===== src/rtl/ped_crossing_ctrl.sv =====
// Pedestrian crossing controller: synchronised/debounced button, red-phase-aligned WALK then FLASH,
// aborts to a safe don't-walk as soon as the vehicle signal leaves red. All outputs registered.
module ped_crossing_ctrl #(
    parameter int unsigned DEBOUNCE_CYCLES = 4,
    parameter int unsigned WALK_CYCLES     = 6,
    parameter int unsigned FLASH_CYCLES    = 4,
    parameter int unsigned FLASH_PERIOD    = 2
) (
    input  logic       clk,
    input  logic       reset,
    input  logic [2:0] lights,
    input  logic       ped_btn,
    output logic       walk,
    output logic       dont_walk,
    output logic       req_pending,
    output logic [3:0] countdown
);

    typedef enum logic [1:0] {IDLE, WAIT_RED, WALK, FLASH} state_t;

    localparam logic [3:0] CD_TOTAL     = 4'(WALK_CYCLES + FLASH_CYCLES);
    localparam logic [3:0] CD_LAST_WALK = 4'(FLASH_CYCLES + 1);
    localparam logic [3:0] DB_LAST      = 4'(DEBOUNCE_CYCLES - 1);
    localparam logic [3:0] DB_MAX       = 4'(DEBOUNCE_CYCLES);
    localparam logic [7:0] DIV_LAST     = 8'(FLASH_PERIOD - 1);

    state_t     r_state, w_state_nxt;
    logic       r_sync1, r_sync2;
    logic [3:0] r_db_cnt;
    logic       r_prev_red;
    logic [7:0] r_div, w_div_nxt;
    logic       r_walk, r_dont_walk, r_req_pending;
    logic [3:0] r_countdown, w_cd_nxt;
    logic       w_walk_nxt, w_dw_nxt, w_pend_nxt;
    logic       w_press, w_red, w_red_rise;

    assign w_red      = (lights == 3'b100);
    assign w_red_rise = w_red & ~r_prev_red;
    // Counter saturates at DB_MAX, so the event fires only once per high run.
    assign w_press    = r_sync2 && (r_db_cnt == DB_LAST);

    always_ff @(posedge clk) begin
        if (!reset) begin
            r_sync1    <= 1'b0;
            r_sync2    <= 1'b0;
            r_db_cnt   <= 4'd0;
            r_prev_red <= 1'b1;
        end else begin
            r_sync1    <= ped_btn;
            r_sync2    <= r_sync1;
            r_prev_red <= w_red;
            if (!r_sync2)
                r_db_cnt <= 4'd0;
            else if (r_db_cnt != DB_MAX)
                r_db_cnt <= r_db_cnt + 4'd1;
        end
    end

    always_ff @(posedge clk) begin
        if (!reset) begin
            r_state       <= IDLE;
            r_walk        <= 1'b0;
            r_dont_walk   <= 1'b1;
            r_req_pending <= 1'b0;
            r_countdown   <= 4'd0;
            r_div         <= 8'd0;
        end else begin
            r_state       <= w_state_nxt;
            r_walk        <= w_walk_nxt;
            r_dont_walk   <= w_dw_nxt;
            r_req_pending <= w_pend_nxt;
            r_countdown   <= w_cd_nxt;
            r_div         <= w_div_nxt;
        end
    end

    // Countdown doubles as the phase timer; in FLASH, req_pending holds the latched request.
    always_comb begin
        w_state_nxt = r_state;
        w_walk_nxt  = 1'b0;
        w_dw_nxt    = 1'b1;
        w_pend_nxt  = 1'b0;
        w_cd_nxt    = 4'd0;
        w_div_nxt   = 8'd0;
        case (r_state)
            IDLE: begin
                if (w_press) begin
                    w_state_nxt = WAIT_RED;
                    w_pend_nxt  = 1'b1;
                end
            end
            WAIT_RED: begin
                w_pend_nxt = 1'b1;
                if (w_red_rise) begin
                    w_state_nxt = WALK;
                    w_walk_nxt  = 1'b1;
                    w_dw_nxt    = 1'b0;
                    w_pend_nxt  = 1'b0;
                    w_cd_nxt    = CD_TOTAL;
                end
            end
            WALK: begin
                if (!w_red) begin
                    w_state_nxt = IDLE;
                end else if (r_countdown == CD_LAST_WALK) begin
                    w_state_nxt = FLASH;
                    w_cd_nxt    = r_countdown - 4'd1;
                end else begin
                    w_walk_nxt = 1'b1;
                    w_dw_nxt   = 1'b0;
                    w_cd_nxt   = r_countdown - 4'd1;
                end
            end
            FLASH: begin
                w_pend_nxt = r_req_pending | w_press;
                if (!w_red || r_countdown == 4'd1) begin
                    w_state_nxt = w_pend_nxt ? WAIT_RED : IDLE;
                end else begin
                    w_cd_nxt = r_countdown - 4'd1;
                    if (r_div == DIV_LAST) begin
                        w_dw_nxt = ~r_dont_walk;
                    end else begin
                        w_dw_nxt  = r_dont_walk;
                        w_div_nxt = r_div + 8'd1;
                    end
                end
            end
            default: w_state_nxt = IDLE;
        endcase
    end

    assign walk        = r_walk;
    assign dont_walk   = r_dont_walk;
    assign req_pending = r_req_pending;
    assign countdown   = r_countdown;

endmodule


===== config.mk =====
export PLATFORM = sky130hd
export DESIGN_NAME = ped_crossing_ctrl
export DESIGN_NICKNAME = d
export VERILOG_FILES = /design/src/rtl/ped_crossing_ctrl.sv
export SDC_FILE = /design/constraint.sdc
export NUM_CORES = 1
export LEC_CHECK = 0
export CAP_MARGIN = 0
export CORE_MARGIN = 2
export CORE_UTILIZATION = 49
export CTS_CLUSTER_SIZE = 20
export DETAILED_ROUTE_END_ITERATION = 8
export PLACE_DENSITY = 0.84
export SETUP_SLACK_MARGIN = 0.15
export SYNTH_ARGS = -nofsm -noshare
export SYNTH_HDL_FRONTEND = slang
export SYNTH_SLANG_ARGS = --single-unit

===== constraint.sdc =====
create_clock -name clk -period 1.5 [get_ports clk]
set_input_delay 0.3 -clock clk [delete_from_list [all_inputs] [get_ports clk]]
set_output_delay 0.3 -clock clk [all_outputs]
set_load 0.01 [all_outputs]

Word-level counts from Yosys, hierarchy flattened
Cells that the tools add are included.

Flip-flop bits (word level): 24. Latch bits: 0. Bits in read-only memories: 0. RAM bits: 0. Memories: 0. Output and inout bits: 7. Logic and storage cells: 63.

$lt $le $gt $ge: 0. Multipliers: 0. Add/subtract/negate cells: 3. Bitwise operators: 6. Shift operators: 0. Reductions and logical operators: 7. Div/mod/pow operators: 0. Multiplexer cells: 23. Equal/unequal tests: 14.

Operators with widths (count): $mux W4 (3); $pmux W4 S3 (1); $mux W1 (10); $mux W2 (5); $add A8 B1 Y8 const B (1); $eq A8 B1 Y1 const B (1); $pmux W2 S4 (1); $ne A2 B2 Y1 const B (3); $ne A3 B3 Y1 const B (2); $pmux W1 S3 (2); $add A4 B1 Y4 const B (1); $eq A2 B2 Y1 const B (2); $eq A4 B1 Y1 const B (1); $eq A4 B2 Y1 const B (1); $eq A4 B3 Y1 const B (1); $ne A4 B3 Y1 const B (1); $not A1 Y1 (4); $reduce_and A4 Y1 (1); $reduce_or A4 Y1 (1); $sub A4 B1 Y4 const B (1); $eq A3 B3 Y1 const B (1); $eq A2 B1 Y1 const B (1); $logic_not A2 Y1 (1); $pmux W1 S2 (1); other kinds (6) (6).

Longest topological paths before layout
Depth after elaboration: 6. Mapped depth: 6.

Worst setup path before layout
No wires, ideal clock.

Path type: reg2reg. Start: register r_state[0]. End: register r_state[1]. Buffers on the path: 0. Slack: -56 ps. Stages on the path, launching flop included: 7. Data required time: 1376 ps. Period minus slack after synthesis: 1556 ps. Arrival: 1432 ps. Cell sequence: dfxtp_1 > inv_1 > ha_1 > mux2_1 > o221ai_1 > nor3b_1 > o32ai_1.

Longest elaborated chain between the ends: 3. Elaborated cells on any way between the ends: 10. Those cells by class: eq/ne: 7; mux: 1; reduce/logical: 2.

RTL lines: from (decl) (RTL line 27) `state_t r_state, w_state_nxt;`; from (signal assigned) (RTL line 68) `r_state <= w_state_nxt;`; $eq A2 B2 Y1, or another cell as far along (RTL line 85) `case (r_state)`; $ne A3 B3 Y1 (no source line) / $ne A2 B2 Y1 (equally long branches); $reduce_and A4 Y1 (no source line).

Several ways; a longest one is shown, not always the timed one. A chain may end at the register's enable or synchronous reset.

Worst setup path after layout
Start: register r_div[1]. End: register r_dont_walk (netlist: dont_walk).

Longest elaborated chain between the ends: 2.

RTL lines: from (decl) (RTL line 31) `logic [7:0] r_div, w_div_nxt;`; from (signal assigned) (RTL line 73) `r_div <= w_div_nxt;`; $eq A8 B1 Y1 (RTL line 120) `if (r_div == DIV_LAST) begin`; $ne A3 B3 Y1 (no source line); to (signal assigned) (RTL line 70) `r_dont_walk <= w_dw_nxt;`; to (decl) (RTL line 32) `logic r_walk, r_dont_walk, r_req_pending;`.

Every way passes these cells.

==> key figures <==
Worst setup path
  – CP Capture Type: flop
  – Critical path buffers and inverters: 1
  – Worst Path Required: about 1.7 ns
  – Crit path kind: flop to flop
  – Arr. time, crit path: about 1.7 ns
  – CP delay by family, top: compound AO/OA/AOI/OAI gates
  – Critical path fanouts, max: 2
  – Critical path, cell by cell: inv_2, ha_4, nor4b_4, nand2_2, o31a_1, o32a_1
  – Reg2reg setup slack: roughly 0.024 ns
  – Largest stage delay on the critical path: around 0.35 ns
  – Slowest CP cell: dfxtp_2
  – Worst Setup Start Kind: flop

Route
  – First drt pass iteration count: 4
  – Drt drc: 0
  – Routed vias/inst: around 5.4
  – Overall routed net length: between 2000 and 3000 um
  – Initial DRC count: 11
  – Vias post-DR: around 1100
  – DR WL/cell: ~15 um
  – Final ANT Viol Nets: 0

Floorplan
  – Core ar.: ~0.0024 mm2
  – Die H: 53.7 um
  – Die area: 0.00288 mm2
  – Ports: 13
  – Die width: 53.7 um
  – Core Rows: 18
  – Initial Util: roughly half

Global route
  – GRT Total Usage: 22.2%
  – GRT overflow: 0
  – Vias in the first global route: roughly 1100
  – First-pass GRT wire length: 4570 um
  – Largest net degree at the start of global routing: 15
  – Initial antenna violation count: 0

STA
  – Final setup viols: 0
  – Final Slew Violations: 0
  – Slew @ Worst Pin: about 0.33 ns
  – F_max: about 680 MHz
  – Hold Fails Final Rpt: 0
  – Tmin final: ~1.5 ns
  – Normalized max-slew margin: 77.8%
  – Unrepaired setup endpoints after global routing: yes
  – Clk_skew: 0.00736 ns
  – Tcrit/Tclk final: 98.4%

Finish
  – Synth-to-layout area growth: 47.9%
  – Layout cells sized above 1: a little over two fifths
  – Non-filler cells, final: about 200
  – Diode count: 0
  – Final core occ: between 70% and 80%
  – Nets: 184

Run
  – MaxCap Viol Count: 0

Logic synthesis
  – Synth Area in XOR/XNOR: 7.96%
  – Multiplexer area fraction after synthesis: less than 1%
  – Main synth FF type: dfxtp_1
  – Syn_nets: between 100 and 150
  – Post-synth EDFFs: 0
  – Mean Syn Cell Area: 9.31 um2
  – Synth Area in Compound Gates: 10.1%
  – Register area share after synthesis: roughly two fifths
  – FFs w/ async S/R, synth: 0%
  – Synth Area in Simple Gates: 25.5%
  – Cell variety after synth: 35
  – Cells after Synth: 130
  – Post-synthesis register bit count: 24
  – Warnings from Yosys: 0
  – Syn Std Cell Area: around 0.0012 mm2
  – Adder-Cell Fraction of Synth Area: between 10% and 20%
  – Main combinational cell family by area after synthesis: simple AND/OR/NAND/NOR gates

CTS
  – Clock slew at reported path FFs: 0.13 ns
  – CTS max path bufs: 2
  – CTS sink cnt: 24
  – Root buffer cell: clkbuf_4
  – Hold buffers post-CTS: 0
  – Skew-Pair Late Insertion Delay: ~0.32 ns
  – CTS buffer count: 3
  – H-Tree Depth: 1
  – CTS tree: built

Power
  – Sequential power share: about 47%
  – Internal cell power: approximately 1100 uW
  – Max IR drop VDD: approximately 1.4 mV
  – Clock Power Share: 30.9%
  – Power density cells: approximately 840 mW/mm2
  – Gate power share: 22.5%
  – P_sw: 400 uW
  – Sw Ratio: 26.5%
  – Leakage: roughly 0.00067 uW

Worst hold path
  – Worst min path class: flop to flop

Place
  – Port bufs: 12
  – Hpwl dp: between 1500 and 2000 um
  – GP Congestion: about 0.85
  – DP Cell Count: approximately 190

Outcome
  – Status: completed
==> worst reg2reg max path: stages, from the launching register on <==
cell and delay (ns):
dfxtp_2 0.35, inv_2 0.06, ha_4 0.11, nor4b_4 0.18, nand2_2 0.10, o31a_1 0.29, o32a_1 0.29
==> sequential cells by signal, summed over array words and instances, names as in the netlist <==
register,count
r_div,8
r_db_cnt,4
req_pending,1
r_sync1,1
r_sync2,1
dont_walk,1
r_prev_red,1
walk,1
r_state,2
countdown,4
==> final timing paths <==
path | start | end | cells after the start
hold reg to reg | countdown[0] | countdown[0] | 1
setup / recovery | r_div[1] | dont_walk | 6
setup reg to reg | r_div[1] | dont_walk | 6
hold / removal | countdown[0] | countdown[0] | 1
==> metal layers <==
metal / up-vias / share of wire (%) / track usage (%)
li1: 527 / - / -
met1: 509 / 39 / 20.7
met2: 13 / 57 / 44.3
met3: 4 / 2.7 / 6.94
met4: 0 / 1.1 / 7.26
met5: - / 0 / 0
==> Yosys cell counts (all sizes together), types with 2 or more instances <==
cell type / n / area [um2]
nand2: 4 / 15.0
a21oi: 6 / 30.0
nand3b: 3 / 22.5
dfxtp: 24 / 480
xnor2: 5 / 43.8
nand2b: 2 / 15.0
nor2: 17 / 63.8
nor3b: 4 / 35.0
inv: 11 / 41.3
and3: 3 / 18.8
nand3: 7 / 35.0
o21ai: 7 / 35.0
and2: 2 / 12.5
nor4b: 2 / 23.8
nor3: 2 / 10.0
ha: 11 / 138
xor2: 6 / 52.6
==> power by group through the flow <==
| stage | combinational, uW | sequential (uW) | clock (uW) |
|---|---|---|---|
| 2_1_floorplan | 165 | 707 | 0 |
| 3_3_place_gp | 243 | 706 | 0 |
| 3_5_place_dp | 253 | 707 | 0 |
| 4_1_cts | 304 | 705 | 473 |
| 5_1_grt | 367 | 707 | 499 |
| 6_report | 339 | 704 | 466 |
==> stage by stage <==
step	setup slack, ns	setup TNS (ns)	power, uW	hold WS [ns]	instance area, um2
after global routing	-0.0355	-0.0361	1570	0.499	1790
after detailed placement	-0.427	-3.27	961	0.445	1500
after floorplan	0.107	0	872	0.412	1250
final	0.0239	0	1510	0.473	1790
after global placement	-0.373	-2.46	950	0.424	1500
after CTS	0.0253	0	1480	0.470	1650
==> cells in the final DEF (no fill, tap or decap), types with 5 or more instances in the layout <==
cell and count:
ha_4 5, nand3_1 7, nor2_1 10, a21oi_1 5, dfxtp_1 14, xnor2_1 5
dlygate4sd2_1 9, inv_1 6, xor2_1 6, buf_4 18, dfxtp_2 6, nor2_4 5
==> repair_timing <==
| action | 4_1_cts | 5_1_grt |
|---|---|---|
| pin swaps | 7 | 12 |
| hold endpoints to repair | 0 | 0 |
| setup buffers | 5 | 2 |
| gates resized for setup | 32 | 32 |
| endpoints found under the setup margin | 23 | 18 |
==> cell type report <==
class | instances | area [um2]
clock inverter | 1 | 30.0
inverter | 11 | 43.8
sequential | 24 | 503
tap | 30 | 37.5
timing repair buffer | 33 | 277
fill | 155 | 621
clock buffer | 3 | 22.5
multi-input combinational | 94 | 876
==> cell families (layout without fill, tap and decap cells) <==
family / count (synthesis) / in the layout
and+or+nand+nor: 51 / 51
adders and majority gates: 11 / 11
buffers and inverters: 12 / 48
DFF: 24 / 24
AOI/OAI and AO/OA: 20 / 20
xor gates and xnor gates: 11 / 11
muxes: 1 / 1
Note: power is estimated with default switching activity, not from simulation.
